--- src/rtl/registers_bank_dumper.sv ---
// ---------------------------------------------------------------------------
// registers_bank_dumper
//
// Captures a flattened register bank on i_start. It then streams the bank out
// one byte at a time over a valid/ready handshake. Registers go out in
// ascending order, and the bytes of each register go out LSB first. A
// one-cycle o_done pulse follows the last accepted byte.
//
// Optional feature:
//   REGISTERS_BANK_DUMPER_HEADER_EN - when defined, a single 8'hA5 header byte
//   is offered before the first register byte, using the same handshake.
//
// Parameters:
//   REGISTERS_BANK_SIZE - number of registers in the bank
//   REGISTERS_SIZE      - register width in bits (non-zero multiple of 8)
//
// Ports:
//   i_clk        clock, rising edge
//   i_reset      synchronous reset, active low
//   i_start      request a dump (only honoured while idle)
//   i_bus_debug  flattened bank, register j at [(j+1)*REGISTERS_SIZE-1 -: REGISTERS_SIZE]
//   i_ready      consumer accepts o_byte this cycle
//   o_byte       offered byte
//   o_valid      o_byte is valid
//   o_busy       dump in progress
//   o_done       one-cycle pulse after the last byte is accepted
// ---------------------------------------------------------------------------
module registers_bank_dumper #(
    parameter int REGISTERS_BANK_SIZE = 32,
    parameter int REGISTERS_SIZE      = 32
) (
    input  logic                                          i_clk,
    input  logic                                          i_reset,
    input  logic                                          i_start,
    input  logic [REGISTERS_BANK_SIZE*REGISTERS_SIZE-1:0] i_bus_debug,
    input  logic                                          i_ready,
    output logic [7:0]                                    o_byte,
    output logic                                          o_valid,
    output logic                                          o_busy,
    output logic                                          o_done
);

    localparam int NB = REGISTERS_SIZE / 8;
    localparam int RW = (REGISTERS_BANK_SIZE > 1) ? $clog2(REGISTERS_BANK_SIZE) : 1;
    localparam int KW = (NB > 1) ? $clog2(NB) : 1;
    localparam int W  = REGISTERS_BANK_SIZE * REGISTERS_SIZE;

    localparam logic [RW-1:0] LAST_R = RW'(REGISTERS_BANK_SIZE - 1);
    localparam logic [KW-1:0] LAST_K = KW'(NB - 1);

`ifdef REGISTERS_BANK_DUMPER_HEADER_EN
    localparam logic [7:0] HEADER_BYTE = 8'hA5;
`endif

    typedef enum logic [1:0] {
        S_IDLE   = 2'd0,
        S_SEND   = 2'd1,
        S_DONE   = 2'd2
`ifdef REGISTERS_BANK_DUMPER_HEADER_EN
        ,S_HEADER = 2'd3
`endif
    } state_e;

    state_e          state_q, state_d;
    logic [W-1:0]    snap_q,  snap_d;
    logic [RW-1:0]   reg_q,   reg_d;
    logic [KW-1:0]   byte_q,  byte_d;
    logic [7:0]      obyte_q, obyte_d;
    logic            valid_q, valid_d;
    logic            busy_q,  busy_d;
    logic            done_q,  done_d;

    logic            xfer;

    // Byte-addressable view of the next snapshot: [register][byte][bit].
    logic [REGISTERS_BANK_SIZE-1:0][NB-1:0][7:0] snap_view;
    assign snap_view = snap_d;

    // A byte moves only while it is actually offered.
    assign xfer = valid_q & i_ready;

    // Next-state logic. Every output register is computed from the next
    // state. As a result, o_byte and o_valid hold still automatically
    // whenever nothing advances.
    always_comb begin
        state_d = state_q;
        snap_d  = snap_q;
        reg_d   = reg_q;
        byte_d  = byte_q;

        case (state_q)
            S_IDLE: begin
                if (i_start) begin
                    snap_d  = i_bus_debug;
                    reg_d   = '0;
                    byte_d  = '0;
`ifdef REGISTERS_BANK_DUMPER_HEADER_EN
                    state_d = S_HEADER;
`else
                    state_d = S_SEND;
`endif
                end
            end
`ifdef REGISTERS_BANK_DUMPER_HEADER_EN
            S_HEADER: begin
                if (xfer) state_d = S_SEND;
            end
`endif
            S_SEND: begin
                if (xfer) begin
                    if (byte_q == LAST_K) begin
                        byte_d = '0;
                        if (reg_q == LAST_R) state_d = S_DONE;
                        else                 reg_d   = reg_q + RW'(1);
                    end else begin
                        byte_d = byte_q + KW'(1);
                    end
                end
            end
            S_DONE: begin
                state_d = S_IDLE;
            end
            default: begin
                state_d = S_IDLE;
            end
        endcase
    end

    // Registered output values, derived from the next state.
    always_comb begin
        valid_d = 1'b0;
        obyte_d = 8'h00;
        busy_d  = (state_d != S_IDLE);
        done_d  = (state_d == S_DONE);
        if (state_d == S_SEND) begin
            valid_d = 1'b1;
            obyte_d = snap_view[reg_d][byte_d];
        end
`ifdef REGISTERS_BANK_DUMPER_HEADER_EN
        if (state_d == S_HEADER) begin
            valid_d = 1'b1;
            obyte_d = HEADER_BYTE;
        end
`endif
    end

    always_ff @(posedge i_clk) begin
        if (!i_reset) begin
            state_q <= S_IDLE;
            snap_q  <= '0;
            reg_q   <= '0;
            byte_q  <= '0;
            obyte_q <= 8'h00;
            valid_q <= 1'b0;
            busy_q  <= 1'b0;
            done_q  <= 1'b0;
        end else begin
            state_q <= state_d;
            snap_q  <= snap_d;
            reg_q   <= reg_d;
            byte_q  <= byte_d;
            obyte_q <= obyte_d;
            valid_q <= valid_d;
            busy_q  <= busy_d;
            done_q  <= done_d;
        end
    end

    assign o_byte  = obyte_q;
    assign o_valid = valid_q;
    assign o_busy  = busy_q;
    assign o_done  = done_q;

endmodule

--- config.mk ---
export PLATFORM = sky130hd
export DESIGN_NAME = registers_bank_dumper
export DESIGN_NICKNAME = d
export VERILOG_FILES = /design/src/rtl/registers_bank_dumper.sv
export SDC_FILE = /design/constraint.sdc
export NUM_CORES = 2
export LEC_CHECK = 0
export CAP_MARGIN = 25
export CORE_AREA = 2 2 468 331
export DETAILED_ROUTE_END_ITERATION = 10
export DIE_AREA = 0 0 470 333
export SLEW_MARGIN = 40
export SYNTH_ARGS = -nofsm -noshare
export SYNTH_HDL_FRONTEND = slang
export SYNTH_SLANG_ARGS = --single-unit
--- constraint.sdc ---
create_clock -name i_clk -period 3.9 [get_ports i_clk]
set_input_delay 0.39 -clock i_clk [delete_from_list [all_inputs] [get_ports i_clk]]
set_output_delay 0.39 -clock i_clk [all_outputs]
set_load 0.1 [all_outputs]
==> impl_metrics.py <==
metrics = {
    "setup_path": {
        "start_kind": "flip-flop",
        "cpMostUsedCell": "buf_4",
        "r2r_cells": 14,
        "reg2reg_from": "reg_q[0]$_SDFF_PN0_",
        "cp_slowest_cell": "or4_4",
        "critical_path_peak_fanout": 36,
        "slowest_delay_ns": 0.48,
        "end_kind": "flip-flop",
        "cp_data_arrival_time_ns": 4.45,
        "required_ns": 4.54,
        "critPathKind": "reg2reg",
        "crit_path_start": "reg_q[0]$_SDFF_PN0_",
        "path_cells": "ha_1 -> and4_1 -> or4_4 -> and2_4 -> buf_12 -> buf_16 -> buf_4 -> nand2_1 -> a21oi_1 -> nor2_1 -> o22ai_1 -> buf_4 -> a2111oi_2 -> o21ai_1",
    },
    "yosys": {
        "synth-edff-count": 0,
        "synth-main-ff-cell": "dfxtp_1",
        "syn-cell-area_um2": 45400,
        "synth_fp_nets": 7332,
        "synth_warnings": 0,
        "ys_types": 60,
        "async_flop_share": 0,
        "seq_area_frac_synth": 0.461,
        "syn_avg_cell_area_um2": 7.20,
        "synth_seq_cells": 1044,
        "synthCells": 6302,
    },
    "placement": {
        "dp_cells": 9162,
        "gp_congestion": 1.02,
        "port_buffers": 1038,
        "place_ws_ns": -0.452,
        "place_hpwl_um": 193000,
    },
    "die": {
        "die_h_um": 333,
        "initial_utilization": 0.299,
        "die_x_um": 470,
        "fp-row-count": 120,
        "die-area_um2": 157000,
        "core_area_um2": 152000,
        "ios": 1039,
    },
    "clock_network": {
        "cts_buffers": 110,
        "clk_latency_ns": 0.76,
        "root_buffer": "clkbuf_16",
        "clkTransAtPathRegs_ns": 0.07,
        "clockBufferDepth": 3,
        "tritoncts": "done",
        "post_cts_buffers": 0,
        "htree_num_levels": 3,
        "clock-sinks": 1044,
    },
    "min_path": {
        "hold_path_depth": 3,
        "holdCritPathClass": "in2reg",
        "min_from": "i_bus_debug[162]",
    },
    "timing": {
        "period_minus_slack_ns": 3.81,
        "skew_ns": 0.0294,
        "hold_ws_ns": 0.180,
        "setup_tns_ns": 0,
        "relSlewSlack": 0.372,
        "setup_slack_ns": 0.0891,
        "setup_viol": 0,
        "hold_viol_final": 0,
        "timing.fmax_ghz": 0.262,
        "worst_pin_slew_ns": 0.943,
        "timing.final.max_slew_violations": 0,
        "rsz0062_at_grt": "false",
        "fin_crit_sh": 0.977,
    },
    "cells_and_area": {
        "layout_commonest_cell": "nand2_1",
        "area_growth_syn_to_layout_pct": 40.0,
        "utilization": 0.418,
        "final_cells": 9402,
        "layout_common_cells": "2,629 x nand2_1, 1,077 x a21oi_1, 1,044 x dfxtp_1",
        "layout.nets": 8294,
        "drive_above_1_share": 0.0813,
        "fill_cells": 15600,
    },
    "drt": {
        "drc_errors": 0,
        "vias_per_cell": 5.40,
        "wirelength_um": 251000,
        "wl_per_cell_um": 26.7,
        "vias": 50800,
        "antenna_left": 0,
        "dr.pass1.iters": 6,
        "drt_iter0_markers": 6860,
    },
    "grt": {
        "grt_pass1_vias": 46300,
        "grtUsageTotal": 0.303,
        "grt_pass1_wl_um": 343000,
        "grt_start_max_net_pins": 196,
        "globalRoute.totalOverflow": 0,
        "antenna_found_initial": 66,
    },
    "power_and_ir_drop": {
        "leakage_nw": 23.3,
        "power_density_nw_per_um2": 410,
        "peakVddDrop_mv": 0.361,
    },
    "outcome": {
        "outcome": "finished, final reports clean",
    },
    "flow_run": {
        "drv_cap": 0,
    },
}
==> repair_timing <==
action / in CTS / in global routing
setup endpoints to repair: 1 / 4
endpoints found under the hold margin: 0 / 0
resized for setup: 1 / 5
hold buffers: 0 / 0
pin swaps: 0 / 1
==> layer usage <==
metal / global-route usage / vias to the layer above / routed length [um]
li1: - / 23300 / -
met1: 0.434 / 24600 / 113000
met2: 0.437 / 2452 / 105000
met3: 0.0640 / 411 / 21900
met4: 0.126 / 28 / 10900
met5: 0 / - / 186
==> report_power, final <==
group / internal [mW] / total (mW) / leakage (nW) / switching (mW)
Clock: 6.14 / 10.9 / 1.82 / 4.75
Sequential: 11.3 / 11.6 / 8.57 / 0.373
Combinational: 1.62 / 3.54 / 12.9 / 1.93
Total: 19.0 / 26.1 / 23.3 / 7.05
==> kinds of logic after synthesis <==
family | synth area share
AND/OR/NAND/NOR | 0.276
AO/OA/AOI/OAI | 0.205
flip-flops | 0.461
buffers and inverters | 0.0516
multiplexers | 0.00665
adder cells (fa/ha/maj) | 0.000551
==> cell usage after synthesis (3+ instances only) <==
| cell type | count | area (um^2) |
|---|---|---|
| nand2_1 | 2632 | 9880 |
| a21oi_1 | 1077 | 5390 |
| dfxtp_1 | 1044 | 20900 |
| clkbuf_1 | 386 | 1450 |
| nand3_1 | 154 | 771 |
| buf_2 | 115 | 576 |
| nor2_1 | 89 | 334 |
| a31oi_1 | 80 | 500 |
| nand4_1 | 77 | 482 |
| and3_1 | 63 | 394 |
| or3_1 | 47 | 294 |
| o211ai_1 | 46 | 345 |
| a221o_1 | 40 | 400 |
| o2111ai_1 | 40 | 350 |
| a22o_1 | 38 | 333 |
| o221ai_1 | 38 | 333 |
| o21ai_0 | 30 | 150 |
| a211oi_1 | 29 | 218 |
| buf_1 | 29 | 109 |
| mux2i_1 | 29 | 290 |
| a32oi_1 | 23 | 201 |
| a311o_1 | 22 | 220 |
| o21ai_1 | 17 | 85.1 |
| a22oi_1 | 16 | 120 |
| a311oi_1 | 16 | 140 |
| o31ai_1 | 15 | 113 |
| buf_6 | 14 | 158 |
| and2_1 | 11 | 68.8 |
| nor3_1 | 10 | 50.1 |
| o22ai_1 | 8 | 50.1 |
| a2111oi_2 | 7 | 105 |
| a221oi_1 | 7 | 61.3 |
| a31o_1 | 7 | 61.3 |
| nand4bb_1 | 7 | 78.8 |
| buf_4 | 6 | 45.0 |
| a32o_1 | 3 | 30.0 |
==> stage by stage <==
step | total power, mW | instance area, um^2
floorplan | 13.2 | 45400
finish | 26.1 | 63500
CTS | 26.1 | 63400
global route | 26.9 | 63500
global placement | 15.3 | 59700
detailed placement | 15.3 | 59700
==> critical path: cells and delay by family, from the launching register on <==
kind                       cells  cell delay (ns)
and+or+nand+nor                5             1.59
buffers and inverters          4             0.83
AOI/OAI and AO/OA              4             0.62
DFF                            1             0.32
adders and majority gates      1             0.24
==> sequential cells by signal, indices dropped and copies added (netlist names) <==
register	cells
byte_q	2
o_busy	1
o_byte	8
o_done	1
o_valid	1
reg_q	5
snap_q	1024
state_q	2
==> layout make-up <==
type	count	area (um^2)	share of cell area
timing repair buffer	1400	14100	0.221
multi-input combinational	4707	22300	0.351
tap	2013	2520	0.0396
sequential	1044	20900	0.329
clock buffer	162	3270	0.0515
antenna	32	80.1	0.00126
clock inverter	43	384	0.00604
inverter	1	11.3	0.000177
==> path summary, 6_finish.rpt <==
kind	to	slack, ns
min	snap_q[162]$_SDFF_PN0_	0.18
min reg2reg	snap_q[275]$_SDFF_PN0_	0.45
max reg2reg	o_byte[0]$_SDFF_PN0_	0.09
max	o_byte[0]$_SDFF_PN0_	0.09
No activity file was read; power rests on OpenSTA's default activity.
